--- src/rtl/matrix_operand_loader_pkg.sv ---
// Shared types and sizing helpers for the matrix operand loader.
package matrix_operand_loader_pkg;

    localparam int unsigned DEFAULT_DATA_W = 8;

    typedef enum logic {
        IDLE  = 1'b0,
        SHIFT = 1'b1
    } state_t;

    // Counter must hold 0..DATA_W+1, the top value marking overrun.
    function automatic int unsigned cnt_width(input int unsigned data_w);
        return $clog2(data_w + 2);
    endfunction

    localparam int unsigned DEFAULT_CNT_W = cnt_width(DEFAULT_DATA_W);

endpackage

--- src/rtl/matrix_operand_loader_pin_sync.sv ---
// Multi-flop pin synchroniser with a history flop for rise/fall event pulses.
module matrix_operand_loader_pin_sync #(
    parameter int unsigned SYNC_STAGES = 2,
    parameter logic        RESET_VAL   = 1'b0
) (
    input  logic clk,
    input  logic rst_n,
    input  logic pin,
    output logic level,
    output logic rise_c,
    output logic fall_c
);

    logic [SYNC_STAGES-1:0] sync_q;
    logic                   hist_q;

    always_ff @(posedge clk or negedge rst_n) begin
        if (!rst_n) begin
            sync_q <= {SYNC_STAGES{RESET_VAL}};
            hist_q <= RESET_VAL;
        end else begin
            sync_q <= {sync_q[SYNC_STAGES-2:0], pin};
            hist_q <= sync_q[SYNC_STAGES-1];
        end
    end

    assign level  = sync_q[SYNC_STAGES-1];
    assign rise_c = level & ~hist_q;
    assign fall_c = ~level & hist_q;

endmodule

--- src/rtl/matrix_operand_loader.sv ---
// Serial operand receiver: synchronises a 3-wire link and commits only complete,
// correctly sized frames to the registered operand feeding the two matrix stages.
module matrix_operand_loader
    import matrix_operand_loader_pkg::*;
#(
    parameter int unsigned DATA_W      = DEFAULT_DATA_W,
    parameter int unsigned SYNC_STAGES = 2
) (
    input  logic              clk,
    input  logic              rst_n,
    input  logic              ena,
    input  logic              sclk_i,
    input  logic              sdi_i,
    input  logic              cs_n_i,
    output logic [DATA_W-1:0] operand_o,
    output logic              valid_o,
    output logic              err_o,
    output logic              busy_o
);

    localparam int unsigned CNT_W = cnt_width(DATA_W);
    localparam logic [CNT_W-1:0] CNT_FULL    = CNT_W'(DATA_W);
    localparam logic [CNT_W-1:0] CNT_OVERRUN = CNT_W'(DATA_W + 1);

    logic sclk_level, sclk_rise_c, sclk_fall_c;
    logic sdi_level,  sdi_rise_c,  sdi_fall_c;
    logic cs_level,   cs_rise_c,   cs_fall_c;

    matrix_operand_loader_pin_sync #(.SYNC_STAGES(SYNC_STAGES), .RESET_VAL(1'b1)) u_sync_sclk (
        .clk(clk), .rst_n(rst_n), .pin(sclk_i),
        .level(sclk_level), .rise_c(sclk_rise_c), .fall_c(sclk_fall_c)
    );

    matrix_operand_loader_pin_sync #(.SYNC_STAGES(SYNC_STAGES), .RESET_VAL(1'b0)) u_sync_sdi (
        .clk(clk), .rst_n(rst_n), .pin(sdi_i),
        .level(sdi_level), .rise_c(sdi_rise_c), .fall_c(sdi_fall_c)
    );

    matrix_operand_loader_pin_sync #(.SYNC_STAGES(SYNC_STAGES), .RESET_VAL(1'b1)) u_sync_cs (
        .clk(clk), .rst_n(rst_n), .pin(cs_n_i),
        .level(cs_level), .rise_c(cs_rise_c), .fall_c(cs_fall_c)
    );

    // Only some of the synchroniser outputs are meaningful for each pin.
    logic unused_sync;
    assign unused_sync = &{1'b0, sclk_level, sclk_fall_c, sdi_rise_c, sdi_fall_c, cs_level};

    state_t            state;
    logic [CNT_W-1:0]  bit_cnt;
    logic [DATA_W-1:0] shreg;

    always_ff @(posedge clk or negedge rst_n) begin
        if (!rst_n) begin
            state     <= IDLE;
            bit_cnt   <= '0;
            shreg     <= '0;
            operand_o <= '0;
            valid_o   <= 1'b0;
            err_o     <= 1'b0;
            busy_o    <= 1'b0;
        end else begin
            valid_o <= 1'b0;
            err_o   <= 1'b0;
            if (!ena) begin
                state  <= IDLE;
                busy_o <= 1'b0;
            end else begin
                case (state)
                    IDLE: begin
                        if (cs_fall_c) begin
                            state   <= SHIFT;
                            bit_cnt <= '0;
                            shreg   <= '0;
                            busy_o  <= 1'b1;
                        end
                    end
                    SHIFT: begin
                        // Frame end wins over a coincident sclk edge.
                        if (cs_rise_c) begin
                            state  <= IDLE;
                            busy_o <= 1'b0;
                            if (bit_cnt == CNT_FULL) begin
                                operand_o <= shreg;
                                valid_o   <= 1'b1;
                            end else begin
                                err_o <= 1'b1;
                            end
                        end else if (sclk_rise_c) begin
                            if (bit_cnt < CNT_FULL) begin
                                shreg <= {shreg[DATA_W-2:0], sdi_level};
                            end
                            if (bit_cnt != CNT_OVERRUN) begin
                                bit_cnt <= bit_cnt + CNT_W'(1);
                            end
                        end
                    end
                    default: state <= IDLE;
                endcase
            end
        end
    end

endmodule

--- config.mk ---
export PLATFORM = sky130hd
export DESIGN_NAME = matrix_operand_loader
export DESIGN_NICKNAME = d
export VERILOG_FILES = /design/src/rtl/matrix_operand_loader_pkg.sv /design/src/rtl/matrix_operand_loader_pin_sync.sv /design/src/rtl/matrix_operand_loader.sv
export SDC_FILE = /design/constraint.sdc
export NUM_CORES = 1
export LEC_CHECK = 0
export BUFFER_PORTS_ARGS = -buffer_cell sky130_fd_sc_hd__buf_2
export CAP_MARGIN = 25
export CORE_MARGIN = 5
export CORE_UTILIZATION = 55
export DETAILED_ROUTE_END_ITERATION = 12
export PLACE_DENSITY = 0.74
export SETUP_SLACK_MARGIN = 0.5
export SLEW_MARGIN = 5
export SYNTH_ARGS = -nofsm -noshare
export SYNTH_HDL_FRONTEND = slang
export SYNTH_SLANG_ARGS = --single-unit
--- constraint.sdc ---
create_clock -name clk -period 1.9 [get_ports clk]
set_clock_uncertainty 0.2 [all_clocks]
set_input_delay 0.285 -clock clk [delete_from_list [all_inputs] [get_ports clk]]
set_output_delay 0.285 -clock clk [all_outputs]
set_load 0.005 [all_outputs]
==> results of run 1 <==
[worst paths after layout]
kind                                               startpoint                             to  slack (ns)  depth (start not counted)
worst max-delay path               u_sync_cs.hist_q$_DFF_PN1_         bit_cnt[1]$_DFFE_PN0P_        0.22                          4
worst min-delay path                                      ena                state$_DFF_PN0_        0.08                          2
worst max register to register     u_sync_cs.hist_q$_DFF_PN1_         bit_cnt[1]$_DFFE_PN0P_        0.22                          4
worst min register to register  u_sync_cs.sync_q[0]$_DFF_PN1_  u_sync_cs.sync_q[1]$_DFF_PN1_        0.16                          0
max in group asynchronous                               rst_n       operand_o[2]$_DFFE_PN0P_        0.75                          2
min in group asynchronous                               rst_n         bit_cnt[1]$_DFFE_PN0P_        0.31                          2
[cell type report]
type | count | area, µm²
clock buffers | 5 | 37.5
clock inverters | 3 | 42.5
fillers | 185 | 646
inverters | 2 | 7.51
multi-input cells | 81 | 601
flip-flops and latches | 32 | 808
well taps | 30 | 37.5
repair buffers | 35 | 253
[worst max-delay path: cells and delay by family (launching register included)]
kind / cells / cell delay, ns
simple gates: 3 / 0.80
flops: 1 / 0.56
compound gates: 1 / 0.06
[repair_timing]
| action | CTS | global route |
|---|---|---|
| setup endpoints to repair | 20 | 22 |
| resized for setup | 7 | 9 |
| buffers inserted | 8 | 3 |
| hold endpoints to repair | 29 | 0 |
| hold buffers | 4 | 0 |
| pin swaps | 4 | 4 |
| gates cloned | 0 | 0 |
[through the flow]
stage               cell area, µm²  power, mW  hold slack [ns]
CTS                           1740       1.74           0.0537
floorplan                     1400       1.07           -0.211
global route                  1790       1.86           0.0678
finish                        1790       1.76           0.0751
global placement              1520       1.18            0.138
detailed placement            1520       1.20            0.147
[state kept, by name (all words and copies together), names as in the netlist]
name                cells
err_o                   1
u_sync_sclk.hist_q      1
valid_o                 1
u_sync_cs.sync_q        2
bit_cnt                 4
operand_o               8
u_sync_cs.hist_q        1
u_sync_sdi.sync_q       2
shreg                   8
state                   1
u_sync_sclk.sync_q      2
busy_o                  1
[layer usage]
metal | routed length [µm] | track usage | share of wire | vias up
met4 | 86 | 0.0854 | 0.032 | 0
met2 | 1400 | 0.293 | 0.51 | 29
met3 | 144 | 0.0475 | 0.053 | 8
met5 | 0 | 0 | 0 | -
li1 | - | - | - | 494
met1 | 1100 | 0.225 | 0.40 | 499
[cells in the mapped netlist]
master / number / area, µm²
dfrtp_1: 26 / 651
nand2_1: 22 / 82.6
mux2_2: 9 / 101
nand3_1: 9 / 45.0
dfstp_2: 6 / 158
nor2b_1: 5 / 31.3
o21ai_0: 5 / 25.0
o311ai_0: 4 / 35.0
or3_1: 4 / 25.0
a21oi_1: 3 / 15.0
and2_1: 3 / 18.8
clkbuf_1: 3 / 11.3
ha_1: 3 / 37.5
inv_1: 2 / 7.51
nand3b_1: 2 / 15.0
nor2_1: 2 / 7.51
a41oi_2: 1 / 16.3
and2b_1: 1 / 7.51
and3_1: 1 / 6.26
and4bb_1: 1 / 12.5
buf_2: 1 / 5.00
buf_6: 1 / 11.3
nand2b_1: 1 / 6.26
nand4_1: 1 / 6.26
nand4b_1: 1 / 8.76
nor2_2: 1 / 6.26
o221ai_1: 1 / 8.76
or4_1: 1 / 7.51
[report_power, final]
| part | internal, mW | leakage [nW] | switching, mW |
|---|---|---|---|
| Combinational | 0.187 | 0.397 | 0.180 |
| Clock | 0.274 | 0.0412 | 0.233 |
| Sequential | 0.796 | 0.403 | 0.0860 |
[cells by family (layout without fill, tap and decap cells)]
kind of cell,after synthesis,after routing,synth area share
AO/OA/AOI/OAI,14,14,0.0731
flip-flops,32,32,0.590
adder cells (fa/ha/maj),3,3,0.0274
AND/OR/NAND/NOR,55,55,0.209
multiplexers,9,9,0.0740
buffers and inverters,7,45,0.0256
==> summary.md, run 1 <==
| Metric | Value |
|---|---|
| Outcome | finished clean |
| Leak | around 0.84 nW |
| Worst slew margin | 0.552 |
| Final setup violating endpoints | 0 |
| Count of input and output buffers | 16 |
| Post-route setup slack | 0.221 ns |
| Synthesized net count | 129 |
| Clock H-tree levels | 2 |
| Drt total wl | around 2700 µm |
| WP data arrival | 1.75 ns |
| DR vias | approximately 1000 |
| Most frequent cells in the layout | dfrtp_1 (26), nand2_1 (20), buf_2 (16), buf_4 (12), mux2_2 (9) |
| Avg Cell Area, Syn | around 11 µm² |
| Max cap viols | 0 |
| Synth Warn # | 0 |
| Io pins | 17 |
| Worst Setup Path Type | flip-flop to flip-flop |
| Worst-path fanout max | 5 |
| Starting Density | 0.563 |
| Nets | 166 |
| Vias in the first global route | 1041 |
| Pwr dens | 983 nW/µm² |
| VDD IR max | between 0.8 and 0.9 mV |
| TritonCTS clock tree | done |
| Synth cell types | 28 |
| Longest Clk Path Bufs | 2 |
| Inst Count DP | between 150 and 200 |
| Vias/cell | roughly 5.5 |
| Hold Fails Final Rpt | 0 |
| RSZ-0062 raised after global routing | true |
| Overflow after GRT | 0 |
| Pre-Repair DR Iteration Count | 4 |
| Commonest non-fill, non-tap cell in the layout | dfrtp_1 |
| Fraction of layout instances using a drive strength above 1 | 0.449 |
| Post-layout util | 0.735 |
| Worst Tran Pin Value | around 0.67 ns |
| Clock Sinks | 32 |
| Crit start category | flip-flop |
| Initial antenna violation count | 0 |
| CP max stage delay | roughly 0.56 ns |
| Diode count | 0 |
| Worst skew pair latency | around 0.34 ns |
| Fin crit period | around 1.7 ns |
| DRC viols | 0 |
| First-pass GRT wire length | between 4000 and 5000 µm |
| Area delta synth->final | 30.5% |
| Final period util | 0.884 |
| DR iter-0 viols | 22 |
| Dpl ws | ~0.15 ns |
| Worst Setup End Kind | flip-flop |
| Flops & latches, synth | 32 |
| Clock root buffer master | clkbuf_4 |
| Setup TNS | 0 ns |
| Max-slew violation count | 0 |
| Mapped Area | around 1400 µm² |
| WP data required | just under 2 ns |
| Slowest-stage cell, CP | dfstp_2 |
| Final HPWL from detailed placement | 1680 µm |
| Die footprint | approximately 3600 µm² |
| WL/cell | 14.5 µm |
| Fmax | 596 MHz |
| Die width | 59.9 µm |
| Chip height | 59.9 µm |
| Largest net degree at the start of global routing | 33 |
| Register area share after synthesis | 0.590 |
| CP Cell Sequence | and4bb_2 -> a41oi_4 -> or3_1 -> nand3_2 |
| Cell Rows | 18 |
| Cell count after synthesis | between 100 and 150 |
| CTS clk-pin slew, worst paths | about 0.090 ns |
| Core region area | between 2000 and 2500 µm² |
| Antenna viol nets, final | 0 |
| Non-filler cells, final | around 190 |
| Number of buffers created by CTS | 5 |
| Overall global routing resource usage | 0.181 |
| Final Wtd Congestion | ~0.77 |
| Hold Crit Class | primary input to flip-flop |
(Power assumes the default switching activity.)
==> run 2: changes to the inputs <==
Clock period 1.9 ns to 1.75 ns, I/O delays scaled along.
==> summary.md, run 2 (same netlist as run 1, synthesis figures left out) <==
| Metric | Value |
|---|---|
| Worst slew margin | 0.722 (+0.170) |
| Worst-path fanout max | 5 (unchanged) |
| Final HPWL from detailed placement | 1680 µm (+0.20%) |
| Core region area | 2430 µm² (unchanged) |
| Max cap viols | 0 (unchanged) |
| Initial antenna violation count | 0 (unchanged) |
| Leak | 0.870 nW (+3.5%) |
| Nets | 170 (+2.4%) |
| Vias/cell | 5.45 (-0.47%) |
| WL/cell | 15.6 µm (+7.5%) |
| Longest Clk Path Bufs | 2 (unchanged) |
| Clock H-tree levels | 2 (unchanged) |
| Hold Fails Final Rpt | 0 (unchanged) |
| CTS clk-pin slew, worst paths | 0.09 ns (about the same) |
| Fraction of layout instances using a drive strength above 1 | 0.519 (+0.0692) |
| Fin crit period | 1.72 ns (+0.0437 ns) |
| Clock Sinks | 32 (unchanged) |
| Slowest-stage cell, CP | dfstp_2 |
| Overall global routing resource usage | 0.172 (-0.00903) |
| Final setup violating endpoints | 0 (unchanged) |
| Antenna viol nets, final | 0 (unchanged) |
| DR iter-0 viols | 40 (+82%) |
| Area delta synth->final | 37.2% |
| Vias in the first global route | 959 (-7.9%) |
| Design area | 1880 µm² (+5.1%) |
| Most frequent cells in the layout | dfrtp_1 (25), nand2_1 (15), buf_2 (15), buf_4 (12), mux2_4 (9) |
| VDD IR max | 0.925 mV (+5.0%) |
| Io pins | 17 (unchanged) |
| Dpl ws | 0.0120 ns (-0.133 ns) |
| Worst Setup End Kind | flip-flop |
| Largest net degree at the start of global routing | 33 (unchanged) |
| Commonest non-fill, non-tap cell in the layout | dfrtp_1 |
| Die footprint | 3590 µm² (unchanged) |
| Top Registers | operand_o: 8 flops, shreg: 8 flops, bit_cnt: 4 flops |
| TritonCTS clock tree | done |
| Pwr dens | 1030 nW/µm² (+4.3%) |
| Crit start category | flip-flop |
| Starting Density | 0.563 (unchanged) |
| DRC viols | 0 (unchanged) |
| Max-slew violation count | 0 (unchanged) |
| RSZ-0062 raised after global routing | true |
| Diode count | 0 (unchanged) |
| Fmax | 581 MHz (-2.5%) |
| Number of buffers created by CTS | 5 (unchanged) |
| Worst Setup Path Type | flip-flop to flip-flop |
| Worst skew pair latency | 0.33 ns (about the same) |
| Chip height | 59.9 µm (unchanged) |
| Final Wtd Congestion | 0.735 (-4.5%) |
| Pre-Repair DR Iteration Count | 4 (unchanged) |
| Outcome | finished clean |
| CP Cell Sequence | nand2b_4 -> nand4_1 -> buf_4 -> or3_1 -> o21ai_1 |
| Placed inst area | 1530 µm² (+0.99%) |
| Count of input and output buffers | 16 (unchanged) |
| Cell Rows | 18 (unchanged) |
| # fillers | 153 (-17%) |
| Setup TNS | 0 ns (unchanged) |
| CP max stage delay | 0.56 ns (about the same) |
| Overflow after GRT | 0 (unchanged) |
| WP data required | 1.81 ns (-0.17 ns) |
| Post-route setup slack | 0.0274 ns (-0.194 ns) |
| Final period util | 0.984 (+0.101) |
| Worst Tran Pin Value | 0.417 ns (-0.254 ns) |
| WP data arrival | 1.78 ns (+0.03 ns) |
| Die width | 59.9 µm (unchanged) |
| Hold Crit Class | primary input to flip-flop |
| Drt total wl | 3000 µm (+9.8%) |
| DR vias | 1047 (+1.7%) |
| Clock root buffer master | clkbuf_4 |
| First-pass GRT wire length | 4450 µm (-5.8%) |
==> run 2: cell types whose count changed in the layout (fill, tap and decap cells not counted), sizes merged <==
cell,before,now
buf,31,33
clkinv,1,0
bufinv,1,0
nor2,3,4
clkbuf,5,8
==> run 2: worst max-delay path: cells and delay by family, from the launching register on <==
kind | cells | cell delay [ns]
flip-flops | 1 | 0.56
AO/OA/AOI/OAI | 1 | 0.08
buffers and inverters | 1 | 0.18
AND/OR/NAND/NOR | 3 | 0.63
==> run 2: worst paths after layout <==
check                                               startpoint                        endpoint  slack [ns]  depth (start not counted)
worst max-delay path                u_sync_cs.hist_q$_DFF_PN1_          bit_cnt[0]$_DFFE_PN0P_        0.03                          5
worst min-delay path                                       ena                 state$_DFF_PN0_        0.04                          2
worst max register to register      u_sync_cs.hist_q$_DFF_PN1_          bit_cnt[0]$_DFFE_PN0P_        0.03                          5
worst min register to register  u_sync_sdi.sync_q[0]$_DFF_PN0_  u_sync_sdi.sync_q[1]$_DFF_PN0_        0.16                          0
max in group asynchronous                                rst_n    u_sync_sclk.hist_q$_DFF_PN1_        0.80                          2
min in group asynchronous                                rst_n          bit_cnt[2]$_DFFE_PN0P_        0.21                          2
==> run 2: cell type report <==
type	count	area (µm²)	share of cell area
Sequential cell	32	810	0.431
Multi-Input combinational cell	82	681	0.362
Timing Repair Buffer	38	280	0.149
Clock buffer	7	55.1	0.0293
Tap cell	30	37.5	0.0200
Clock inverter	1	7.51	0.00400
Inverter	2	7.51	0.00400
==> run 2: layer usage <==
metal,GRT usage,vias to the layer above,wire length (µm)
met1,0.218,513,1300
met2,0.261,23,1460
met4,0.0823,0,65
met3,0.0626,7,168
li1,-,504,-
met5,0,-,0
==> run 2: per-stage QoR <==
step	utilization	hold WS (ns)	std cells	power, mW
6_report	0.772	0.0426	192	1.93
3_5_place_dp	0.631	0.140	167	1.31
5_1_grt	0.772	0.0327	192	2.04
4_1_cts	0.709	0.0291	185	1.81
3_3_place_gp	0.631	0.135	167	1.28
2_1_floorplan	-	-0.233	120	1.17
==> run 2: timing repair <==
item | in CTS | in global routing
buffers inserted | 5 | 7
endpoints found under the setup margin | 34 | 61
hold buffers | 4 | 0
hold endpoints to repair | 29 | 0
pin swaps | 4 | 4
gates resized for setup | 14 | 28
cloned | 1 | 0
==> run 2: report_power, final <==
group          switching [mW]  total (mW)  internal (mW)
logic                   0.241       0.518          0.277
registers               0.103       0.968          0.865
clock network           0.244       0.441          0.196
